===== config.mk =====
export PLATFORM = sky130hd
export DESIGN_NAME = otp_display_scan
export DESIGN_NICKNAME = d
export VERILOG_FILES = /design/src/rtl/otp_display_scan.sv
export SDC_FILE = /design/constraint.sdc
export NUM_CORES = 1
export LEC_CHECK = 0
export ABC_AREA = 1
export ABC_CLOCK_PERIOD_IN_PS = 3900
export BUFFER_PORTS_ARGS = -buffer_cell sky130_fd_sc_hd__buf_2
export CAP_MARGIN = 20
export CORE_ASPECT_RATIO = 1.25
export CORE_UTILIZATION = 25
export DETAILED_ROUTE_END_ITERATION = 6
export PLACE_DENSITY = 0.45
export SLEW_MARGIN = 5
export SYNTH_ARGS = -nofsm -noshare
export SYNTH_HDL_FRONTEND = slang
export SYNTH_SLANG_ARGS = --single-unit

===== constraint.sdc =====
create_clock -name clk -period 3.9 [get_ports clk]
set_input_delay 0.39 -clock clk [delete_from_list [all_inputs] [get_ports clk]]
set_output_delay 0.39 -clock clk [all_outputs]
set_load 0.02 [all_outputs]

===== src/rtl/otp_display_scan.sv =====
// otp_display_scan: time-multiplexed seven-segment driver for the OTP authenticator.
// Converts the selected OTP to BCD with an iterative double-dabble, overlays
// lock/unlock/expire glyphs and scans NUM_DIGITS digits over one segment bus.
// Optional build macro OTP_DISP_LZ_BLANK_EN blanks leading zeros in normal mode.
module otp_display_scan #(
  parameter int unsigned NUM_DIGITS     = 4,
  parameter int unsigned DATA_W         = 16,
  parameter int unsigned REFRESH_DIV    = 50000,
  parameter int unsigned SEG_ACTIVE_LOW = 1
) (
  input  logic                  clk,
  input  logic                  rstn,
  input  logic                  unlock,
  input  logic                  lock,
  input  logic                  expire,
  input  logic [1:0]            wrng_att,
  input  logic                  show_lfsr,
  input  logic [DATA_W-1:0]     user_otp,
  input  logic [DATA_W-1:0]     lfsr_otp,
  output logic [6:0]            seg,
  output logic [NUM_DIGITS-1:0] an,
  output logic                  busy,
  output logic                  ovf
);

  // Enough BCD digits for any DATA_W value, and at least one per scanned digit.
  localparam int unsigned BCD_MIN = (DATA_W * 3) / 10 + 1;
  localparam int unsigned BCD_D   = (BCD_MIN > NUM_DIGITS) ? BCD_MIN : NUM_DIGITS;
  localparam int unsigned BCD_W   = 4 * BCD_D;
  localparam int unsigned SH_W    = BCD_W + DATA_W;
  localparam int unsigned CNT_W   = $clog2(DATA_W);
  localparam int unsigned REF_W   = $clog2(REFRESH_DIV);
  localparam int unsigned IDX_W   = $clog2(NUM_DIGITS);
  localparam logic [6:0]  SEG_OFF = (SEG_ACTIVE_LOW != 0) ? 7'h7F : 7'h00;
  localparam logic [NUM_DIGITS-1:0] AN_OFF = (SEG_ACTIVE_LOW != 0) ? '1 : '0;

  typedef enum logic [1:0] {S_IDLE, S_SHIFT, S_DONE} state_t;

  state_t                  state, state_n;
  logic [SH_W-1:0]         sh, sh_n;
  logic [CNT_W-1:0]        cnt, cnt_n;
  logic [DATA_W-1:0]       cap, cap_n;
  logic [DATA_W-1:0]       last, last_n;
  logic [BCD_W-1:0]        disp, disp_n;
  logic                    start_req, start_req_n;
  logic                    ovf_n;
  logic [REF_W-1:0]        ref_cnt, ref_n;
  logic [IDX_W-1:0]        idx, idx_n;
  logic [6:0]              seg_n;
  logic [NUM_DIGITS-1:0]   an_n;
  logic [DATA_W-1:0]       src;

  assign src = show_lfsr ? lfsr_otp : user_otp;

  // One double-dabble step: add 3 to every BCD nibble >= 5, then shift left.
  function automatic logic [SH_W-1:0] dd_step(input logic [SH_W-1:0] v);
    logic [SH_W-1:0] t;
    t = v;
    for (int unsigned i = 0; i < BCD_D; i++) begin
      if (t[DATA_W+4*i +: 4] >= 4'd5) t[DATA_W+4*i +: 4] = t[DATA_W+4*i +: 4] + 4'd3;
    end
    return {t[SH_W-2:0], 1'b0};
  endfunction

  // Any nonzero BCD digit beyond the scanned digits means the value cannot be shown.
  function automatic logic bcd_ovf(input logic [BCD_W-1:0] b);
    logic r;
    r = 1'b0;
    for (int unsigned i = NUM_DIGITS; i < BCD_D; i++) begin
      if (b[4*i +: 4] != 4'd0) r = 1'b1;
    end
    return r;
  endfunction

  // Active-high {g..a} decimal glyphs; out-of-range codes blank.
  function automatic logic [6:0] dec7(input logic [3:0] d);
    case (d)
      4'd0: return 7'h3F;
      4'd1: return 7'h06;
      4'd2: return 7'h5B;
      4'd3: return 7'h4F;
      4'd4: return 7'h66;
      4'd5: return 7'h6D;
      4'd6: return 7'h7D;
      4'd7: return 7'h07;
      4'd8: return 7'h7F;
      4'd9: return 7'h6F;
      default: return 7'h00;
    endcase
  endfunction

  // Converter next-state: capture on change, shift DATA_W times, commit in DONE.
  always_comb begin
    state_n     = state;
    sh_n        = sh;
    cnt_n       = cnt;
    cap_n       = cap;
    last_n      = last;
    disp_n      = disp;
    ovf_n       = ovf;
    start_req_n = start_req;
    case (state)
      S_IDLE: begin
        if (start_req || (src != last)) begin
          sh_n        = {BCD_W'(0), src};
          cap_n       = src;
          cnt_n       = '0;
          start_req_n = 1'b0;
          state_n     = S_SHIFT;
        end
      end
      S_SHIFT: begin
        sh_n  = dd_step(sh);
        cnt_n = cnt + CNT_W'(1);
        if (cnt == CNT_W'(DATA_W - 1)) state_n = S_DONE;
      end
      S_DONE: begin
        disp_n  = sh[SH_W-1:DATA_W];
        ovf_n   = bcd_ovf(sh[SH_W-1:DATA_W]);
        last_n  = cap;
        state_n = S_IDLE;
      end
      default: state_n = S_IDLE;
    endcase
  end

  // Scan next-state and glyph selection for the current slot.
  always_comb begin
    logic [6:0] g;
    logic [3:0] digit;
    logic       msd;
    logic       lz;
    ref_n = ref_cnt + REF_W'(1);
    idx_n = idx;
    if (ref_cnt == REF_W'(REFRESH_DIV - 1)) begin
      ref_n = '0;
      idx_n = (idx == IDX_W'(NUM_DIGITS - 1)) ? '0 : idx + IDX_W'(1);
    end
    digit = disp[{idx, 2'b00} +: 4];
    msd   = (idx == IDX_W'(NUM_DIGITS - 1));
    lz    = 1'b0;
`ifdef OTP_DISP_LZ_BLANK_EN
    lz = (idx != '0);
    for (int unsigned j = 0; j < NUM_DIGITS; j++) begin
      if ((IDX_W'(j) >= idx) && (disp[4*j +: 4] != 4'd0)) lz = 1'b0;
    end
`endif
    if (expire)      g = 7'h79;
    else if (lock)   g = msd ? 7'h38 : ((idx == '0) ? dec7({2'b00, wrng_att}) : 7'h00);
    else if (unlock) g = msd ? 7'h3E : 7'h00;
    else if (ovf)    g = 7'h40;
    else if (lz)     g = 7'h00;
    else             g = dec7(digit);
    seg_n = (SEG_ACTIVE_LOW != 0) ? ~g : g;
    an_n  = NUM_DIGITS'(1) << idx;
    if (SEG_ACTIVE_LOW != 0) an_n = ~an_n;
  end

  // All state and outputs; reset aborts any conversion and forces a fresh one.
  always_ff @(posedge clk or negedge rstn) begin
    if (!rstn) begin
      state     <= S_IDLE;
      sh        <= '0;
      cnt       <= '0;
      cap       <= '0;
      last      <= '0;
      disp      <= '0;
      ovf       <= 1'b0;
      busy      <= 1'b0;
      start_req <= 1'b1;
      ref_cnt   <= '0;
      idx       <= '0;
      seg       <= SEG_OFF;
      an        <= AN_OFF;
    end else begin
      state     <= state_n;
      sh        <= sh_n;
      cnt       <= cnt_n;
      cap       <= cap_n;
      last      <= last_n;
      disp      <= disp_n;
      ovf       <= ovf_n;
      busy      <= (state_n == S_SHIFT);
      start_req <= start_req_n;
      ref_cnt   <= ref_n;
      idx       <= idx_n;
      seg       <= seg_n;
      an        <= an_n;
    end
  end

endmodule

==> impl_metrics.ini, run 1 <==
[cts]
htreeDepth = 4
cts_tree = done
clock-sinks = 122
cts_resized = 0
root_buffer = clkbuf_16
cts_buffer_depth = 2
clk_pin_slew_ns = 0.06
cts-buffers-inserted = 17
clk_latency_ns = 0.42

[critical_path]
arrival_ns = 2.72
worstSetupPathType = in2reg
crit_top_cell = nand2_1
cp.buffers_inverters = 3
slowest_stage = nand2_2
cp.required_ns = 4.17
startpoint_type = input port
critPathMaxFanout = 31
crit_path_end_kind = register
path_cells = buf_2, inv_2, nand2_1, nand2_1, nand2_1, nand2_1, nor2_1, nand2_1, nor2_1, nand3_1, nand2_2, buf_4, o21ai_0
cpPeakStageDelay_ns = 0.46
path_delay_family = simple AND/OR/NAND/NOR gates

[power_and_ir_drop]
power_density_mw_per_mm2 = 699
power_leakage_nw = 3.89
ir_drop_v = 0.000347

[layout]
syn2layout_area_growth_pct = 18.1
finish.instance_area_mm2 = 0.00760
insertedDiodeCount = 0
instances_no_fill = 1243
drive_gt1_frac = 0.124
nFillCells = 2715
nNetsFinal = 958

[global_route]
first_global_vias = 5247
grt_pass1_wl_um = 26100
antenna_found_initial = 0
track_usage = 0.123
grt_max_degree = 60
overflow = 0

[synth]
synth_edf_count = 0
synth_seq_cells = 122
synth_nets = 907
async_reset_ff_frac = 1.00
ys_warn_count = 0
postSynthCellCount = 844
syn_avg_cell_area_um2 = 7.63
synth_cell_types = 34
yosysSeqAreaShare = 0.476
synth.cell_area_mm2 = 0.00644
synth_flop_cell = dfrtp_1

[placement]
dp_hpwl_um = 10700
dp.cells = 1210
routabilityCongestion = 0.775
dpl_cell_area_mm2 = 0.00705
place_ws_ns = 1.02
io_buffer_count = 52

[die]
fp.coreArea_mm2 = 0.0253
die-width_um = 146
die_area_mm2 = 0.0264
initial_core_util = 0.255
boundaryPins = 53
row_count = 65
die_h_um = 181

[route]
routed_wl_um = 15100
drtIter0Drc = 261
drc = 0
dr.pass1.iters = 4
wire_per_inst_um = 12.2
vias = 5373
viasPerCell = 4.32
ant_nets = 0

[status]
status = completed

[job]
maxCapViolations = 0

[sta]
fin_worst_skew_ns = 0.0155
tns_ns = 0
rsz0062_at_grt = false
final_hold_viol_count = 0
worst_slack_ns = 1.45
slew_viol_final = 0
hold_slack_ns = 0.138
timing.final.crit_share = 0.628
slew_headroom = 0.619
max_freq_mhz = 408
worst_slew_pin_slew_ns = 0.570
setup_viol_count_final = 0
fin_crit_ns = 2.45

[hold_path]
hp-class = in2reg
-- stage by stage --
step | util | power (mW)
after floorplan | - | 3.46
after global placement | 0.279 | 3.95
after detailed placement | 0.279 | 3.94
after CTS | 0.301 | 5.42
after global routing | 0.301 | 5.85
final | 0.301 | 5.31
-- sequential cells by signal, summed over array words and instances (netlist names) --
register / flops
state: 2
start_req: 1
idx: 2
an: 4
busy: 1
seg: 7
ref_cnt: 16
last: 16
cap: 16
cnt: 4
ovf: 1
sh: 36
disp: 16
-- cell families after synthesis --
family,after synthesis,synth area share
simple gates,419,0.271
compound gates,137,0.112
buf+inv,137,0.0872
flops,122,0.476
fa+ha+maj,23,0.0447
xor+xnor,6,0.00816
-- worst register-to-register path, cell delays in order (launching register included) --
cell	delay [ns]
dfrtp_1	0.51
inv_1	0.38
nand2_1	0.11
a32oi_1	0.35
inv_1	0.14
ha_1	0.31
inv_1	0.05
nor2_1	0.05
o21ai_0	0.20
o211ai_1	0.12
-- where the power goes --
| part | switching (mW) | internal (mW) |
|---|---|---|
| Clock | 0.600 | 0.827 |
| Combinational | 1.12 | 0.676 |
| Sequential | 0.329 | 1.76 |
-- cell usage in the layout (no fill, tap or decap), types with 2 or more instances in the layout --
| cell | count |
|---|---|
| dfrtp_1 | 110 |
| dfstp_2 | 12 |
| nand3_1 | 73 |
| clkinvlp_4 | 5 |
| xor2_1 | 6 |
| clkinv_2 | 4 |
| o211ai_1 | 7 |
| clkbuf_16 | 17 |
| nand2_1 | 269 |
| o21ai_1 | 10 |
| inv_1 | 104 |
| nor2_2 | 2 |
| ha_1 | 23 |
| nand4_1 | 7 |
| buf_4 | 10 |
| buf_2 | 51 |
| nor2_1 | 43 |
| nor4_1 | 2 |
| clkinv_4 | 4 |
| nor3_1 | 9 |
| a21oi_1 | 30 |
| o21ai_0 | 83 |
| or2_2 | 2 |
| nand3b_1 | 7 |
-- Yosys cell counts (2+ instances only) --
master,n,share of area
clkbuf_1,15,0.0087
or2_2,2,0.0019
buf_2,8,0.0062
dfstp_2,12,0.049
nand3b_1,7,0.0082
nor2_1,45,0.026
nand4_1,7,0.0068
ha_1,23,0.045
dfrtp_1,110,0.43
buf_6,2,0.0035
nor3_1,9,0.0070
nor4_1,2,0.0019
inv_1,104,0.061
o211ai_1,7,0.0082
buf_4,6,0.0070
o21ai_0,83,0.065
o21ai_1,10,0.0078
nand3_1,73,0.057
xor2_1,6,0.0082
a21oi_1,30,0.023
nand2_1,270,0.16
-- cell type report --
cell class	instances	area, µm²	share of cell area
clock buffer	18	439	0.0578
inverter	106	398	0.0523
clock inverter	14	101	0.0133
timing repair buffer	63	360	0.0474
tap	335	419	0.0551
sequential	122	3070	0.403
multi-input combinational	585	2820	0.371
-- final timing paths --
check                              endpoint  cells past startpoint  slack, ns  startpoint
worst max-delay path               state[0]                     13       1.45   show_lfsr
worst min-delay path                 seg[0]                      2       0.14      expire
worst max register to register       seg[1]                      9       1.58      idx[0]
worst min register to register   ref_cnt[0]                      1       0.46  ref_cnt[0]
max in group asynchronous       ref_cnt[10]                      3       2.65        rstn
min in group asynchronous               ovf                      2       0.49        rstn
-- per-layer routing --
metal,wire (µm),global-route usage
met1,7380,0.159
met2,7040,0.198
met3,423,0.0299
met4,289,0.0493
met5,0,0
-- timing repair --
item / 4_1_cts / 5_1_grt
buffers inserted: 0 / 0
endpoints found under the hold margin: 24 / 0
hold buffers: 1 / 0
endpoints found under the setup margin: 0 / 0
Note: power is estimated with default switching activity, not from simulation.
==> run 2, diff against run 1 <==
--- a/config.mk
+++ b/config.mk
@@ -6,7 +6,7 @@
 export NUM_CORES = 1
 export LEC_CHECK = 0
 export ABC_AREA = 1
-export ABC_CLOCK_PERIOD_IN_PS = 3900
+export ABC_CLOCK_PERIOD_IN_PS = 2400
 export BUFFER_PORTS_ARGS = -buffer_cell sky130_fd_sc_hd__buf_2
 export CAP_MARGIN = 20
 export CORE_ASPECT_RATIO = 1.25
==> constraint.sdc (replaced) <==
create_clock -name clk -period 2.4 [get_ports clk]
set_input_delay 0.24 -clock clk [delete_from_list [all_inputs] [get_ports clk]]
set_output_delay 0.24 -clock clk [all_outputs]
set_load 0.02 [all_outputs]
==> impl_metrics.ini, run 2 (synthesized netlist as in run 1, its figures left out) <==
[power_and_ir_drop]
ir_drop_v = 0.000541
power_mw = 9.24
power_density_mw_per_mm2 = 1180
power_leakage_nw = 4.00

[layout]
multiInputGateArea_mm2 = 0.00282
nFillCells = 2673
syn2layout_area_growth_pct = 21.3
regMostFlops = sh
finish.instance_area_mm2 = 0.00781
insertedDiodeCount = 0
regArea_mm2 = 0.00307
largest_reg_flops = 36
final_cell_mix = nand2_1, dfrtp_1, inv_1, o21ai_0, nand3_1
layout_commonest_cell = nand2_1
drive_gt1_frac = 0.130
nNetsFinal = 966

[sta]
timing.final.crit_share = 0.884
max_freq_mhz = 471
fin_crit_ns = 2.12
tns_ns = 0
setup_viol_count_final = 0
hold_slack_ns = 0.102
rsz0062_at_grt = false
slew_headroom = 0.582
worst_slack_ns = 0.278
slew_viol_final = 0
final_hold_viol_count = 0
fin_worst_skew_ns = 0.0164
worst_slew_pin_slew_ns = 0.627

[cts]
clock-sinks = 122
cts_resized = 0
clk_pin_slew_ns = 0.06
root_buffer = clkbuf_16
cts-buffers-inserted = 17
cts_tree = done
cts_buffer_depth = 2
clk_latency_ns = 0.42
htreeDepth = 4
cts_setup_buffers = 0

[route]
routed_wl_um = 15400
drc = 0
vias = 5361
viasPerCell = 4.29
wire_per_inst_um = 12.3
drtIter0Drc = 312
dr.pass1.iters = 4
ant_nets = 0

[global_route]
grt_max_degree = 62
met1_usage = 0.156
track_usage = 0.124
overflow = 0
grt_pass1_wl_um = 25900
use_met2 = 0.207
first_global_vias = 5224
gr-usage-met3 = 0.0302
antenna_found_initial = 0
top_usage_layer = met2

[placement]
place_ws_ns = 0.267
routabilityCongestion = 0.779
dpl_cell_area_mm2 = 0.00713
dp_hpwl_um = 10800
io_buffer_count = 52

[die]
boundaryPins = 53
fp.coreArea_mm2 = 0.0253
row_count = 65
initial_core_util = 0.255
die-width_um = 146
die_h_um = 181
die_area_mm2 = 0.0264

[critical_path]
rr_worst_depth = 9
r2r_start = idx[0]
critPathLaunch = idx[0]
arrival_ns = 2.45
critPathMaxFanout = 11
startpoint_type = register
crit_path_end_kind = register
cp.required_ns = 2.73
worstSetupPathType = reg2reg

[hold_path]
hp-class = in2reg
min_path_cells = 3
worstHoldStart = lock

[status]
status = completed

[job]
maxCapViolations = 0
run 2: cell count changes in the layout (fill, tap and decap cells not counted):
cell and delta:
clkinv_2 -3, clkbuf_1 +1, bufinv_16 +5, dlygate4sd3_1 +1, inv_6 +1, buf_12 +2
clkinvlp_4 -4, buf_4 +5
run 2: final timing paths:
check / to / slack, ns
setup reg to reg: seg[1] / 0.28
hold reg to reg: ref_cnt[0] / 0.46
setup / recovery: seg[1] / 0.28
hold / removal: seg[6] / 0.10
max in group asynchronous: sh[2] / 1.24
min in group asynchronous: cap[10] / 0.36
run 2: per-layer routing:
| metal | vias up | part of all wire |
|---|---|---|
| li1 | 2819 | - |
| met1 | 2434 | 0.48 |
| met2 | 96 | 0.47 |
| met3 | 12 | 0.037 |
| met4 | 0 | 0.011 |
| met5 | - | 0 |
run 2: power breakdown:
part | switching, mW | internal [mW]
clock network | 0.986 | 1.88
registers | 0.531 | 2.86
logic | 1.85 | 1.13
run 2: what timing repair did:
| item | 4_1_cts | 5_1_grt |
|---|---|---|
| hold buffers | 2 | 0 |
| endpoints found under the setup margin | 0 | 0 |
| endpoints found under the hold margin | 33 | 0 |
run 2: layout make-up:
cell class | count | area share
Timing Repair Buffer | 71 | 0.0574
Clock inverter | 13 | 0.0276
Multi-Input combinational cell | 585 | 0.361
Inverter | 106 | 0.0510
Tap cell | 335 | 0.0537
Sequential cell | 122 | 0.393
Clock buffer | 19 | 0.0567
run 2: metrics by stage:
stage / std cells / util
floorplan: 844 / -
global placement: 1217 / 0.282
detailed placement: 1217 / 0.282
CTS: 1251 / 0.309
global route: 1251 / 0.309
finish: 1251 / 0.309
run 2: worst max-delay path, cell delays in order (launching register included):
cell and delay (ns):
dfrtp_1 0.51, inv_1 0.23, nand2_1 0.08, a32oi_1 0.34, inv_1 0.14, ha_1 0.31
inv_1 0.05, nor2_1 0.05, o21ai_0 0.19, o211ai_1 0.12
==> run 3, diff against run 2 <==
--- a/config.mk
+++ b/config.mk
@@ -13,6 +13,7 @@
 export CORE_UTILIZATION = 25
 export DETAILED_ROUTE_END_ITERATION = 6
 export PLACE_DENSITY = 0.45
+export RECOVER_POWER = 100
 export SLEW_MARGIN = 5
 export SYNTH_ARGS = -nofsm -noshare
 export SYNTH_HDL_FRONTEND = slang
==> impl_metrics.ini, run 3 (synthesized netlist as in run 1, its figures left out) <==
[sta]
rsz0062_at_grt = false
timing.final.crit_share = 0.885
final_hold_viol_count = 0
fin_crit_ns = 2.12
fin_worst_skew_ns = 0.0160
slew_headroom = 0.104
slew_viol_final = 0
max_freq_mhz = 471
tns_ns = 0
worst_slew_pin_slew_ns = 1.34
setup_viol_count_final = 0

[route]
drc = 0
dr.pass1.iters = 4
vias = 5375
ant_nets = 0
routed_wl_um = 15400
viasPerCell = 4.30
wire_per_inst_um = 12.3
drtIter0Drc = 335

[status]
status = completed

[critical_path]
worstSetupPathType = reg2reg
cp.required_ns = 2.73
crit_top_cell = inv_1
rr_worst_depth = 9
cpPeakStageDelay_ns = 0.51
crit_path_end_kind = register
path_cells = inv_1, nand2_1, a32oi_1, inv_1, ha_1, inv_1, nor2_1, o21ai_0, o211ai_1
path_delay_family = compound AO/OA/AOI/OAI gates
arrival_ns = 2.45
cp.buffers_inverters = 3
startpoint_type = register
slowest_stage = dfrtp_1
critPathMaxFanout = 11
crit_cells = 9

[layout]
regMostFlops = sh
largest_reg_flops = 36
final_cell_mix = nand2_1, dfrtp_1, inv_1, o21ai_0, nand3_1
nNetsFinal = 966
fin_util = 0.306
syn2layout_area_growth_pct = 20.2
layout_commonest_cell = nand2_1
nFillCells = 2684
drive_gt1_frac = 0.109
insertedDiodeCount = 0

[die]
boundaryPins = 53
die_h_um = 181
initial_core_util = 0.255
die-width_um = 146
row_count = 65
fp.coreArea_mm2 = 0.0253
die_area_mm2 = 0.0264

[cts]
root_buffer = clkbuf_16
cts-buffers-inserted = 17
cts_tree = done
cts_buffer_depth = 2
cts_setup_buffers = 0
cts_resized = 0
htreeDepth = 4
clock-sinks = 122
cts_hold_buffers = 2
clk_latency_ns = 0.42
clk_pin_slew_ns = 0.06

[global_route]
first_global_vias = 5224
grt_max_degree = 62
antenna_found_initial = 0
grt_pass1_wl_um = 25900
track_usage = 0.124
overflow = 0

[power_and_ir_drop]
power_leakage_nw = 3.95
power_density_mw_per_mm2 = 1190
ir_drop_v = 0.000542

[placement]
io_buffer_count = 52
routabilityCongestion = 0.779
dp_hpwl_um = 10800

[job]
maxCapViolations = 0

[hold_path]
hp-class = in2reg
min_path_cells = 3
-- run 3: cell count changes in the layout (fill, tap and decap cells not counted), moves of 2 or more --
| cell | previous run | this run |
|---|---|---|
| clkbuf_1 | 1 | 17 |
| nor2_2 | 2 | 0 |
| buf_4 | 15 | 6 |
| nor2_1 | 43 | 45 |
| o21ai_1 | 10 | 6 |
| o21ai_0 | 83 | 87 |
| buf_2 | 51 | 38 |
| clkbuf_2 | 0 | 7 |
-- run 3: path summary, 6_finish.rpt --
kind                       startpoint          to  slack (ns)
setup / recovery               idx[0]      seg[1]        0.28
hold / removal                   lock      seg[6]        0.10
setup reg to reg               idx[0]      seg[1]        0.28
hold reg to reg            ref_cnt[0]  ref_cnt[0]        0.46
max in group asynchronous        rstn      sh[15]        0.45
min in group asynchronous        rstn     cap[10]        0.53
-- run 3: metal layers --
layer	global-route usage	share of wire	wire length (µm)	vias up
li1	-	-	-	2820
met4	0.0425	0.011	170	0
met3	0.0302	0.037	567	12
met2	0.207	0.48	7330	96
met5	0	0	0	-
met1	0.156	0.48	7350	2447
-- run 3: final cells by class --
type                    instances  area (µm²)  area share
inverters                     106         398      0.0514
clock buffers                  19         443      0.0572
well taps                     335         419      0.0541
flip-flops and latches        122        3070       0.396
multi-input cells             585        2810       0.363
repair buffers                 71         390      0.0504
clock inverters                13         215      0.0278
-- run 3: through the flow --
stage                     setup WS (ns)  power, mW  cell area (µm²)  hold WS, ns  cells
after global placement            0.303       6.45             7130        0.267   1217
after CTS                         0.247       9.38             7810       0.0877   1251
after detailed placement          0.267       6.45             7130        0.265   1217
after floorplan                   0.472       5.63             6440      -0.0556    844
after global routing             0.0467       10.0             7740        0.102   1251
final                             0.277       9.21             7740        0.102   1251
-- run 3: where the power goes --
| group | internal (mW) | switching (mW) | total (mW) | leakage [nW] |
|---|---|---|---|---|
| combinational | 1.11 | 1.84 | 2.95 | 2.15 |
| sequential | 2.86 | 0.533 | 3.39 | 1.48 |
| clock | 1.88 | 0.985 | 2.87 | 0.318 |
-- run 3: worst reg2reg max path, delay by kind of cell (launching register included) --
family	cells	cell delay, ns
flip-flops	1	0.51
adder cells (fa/ha/maj)	1	0.31
buffers and inverters	3	0.42
AND/OR/NAND/NOR	2	0.13
AO/OA/AOI/OAI	3	0.65
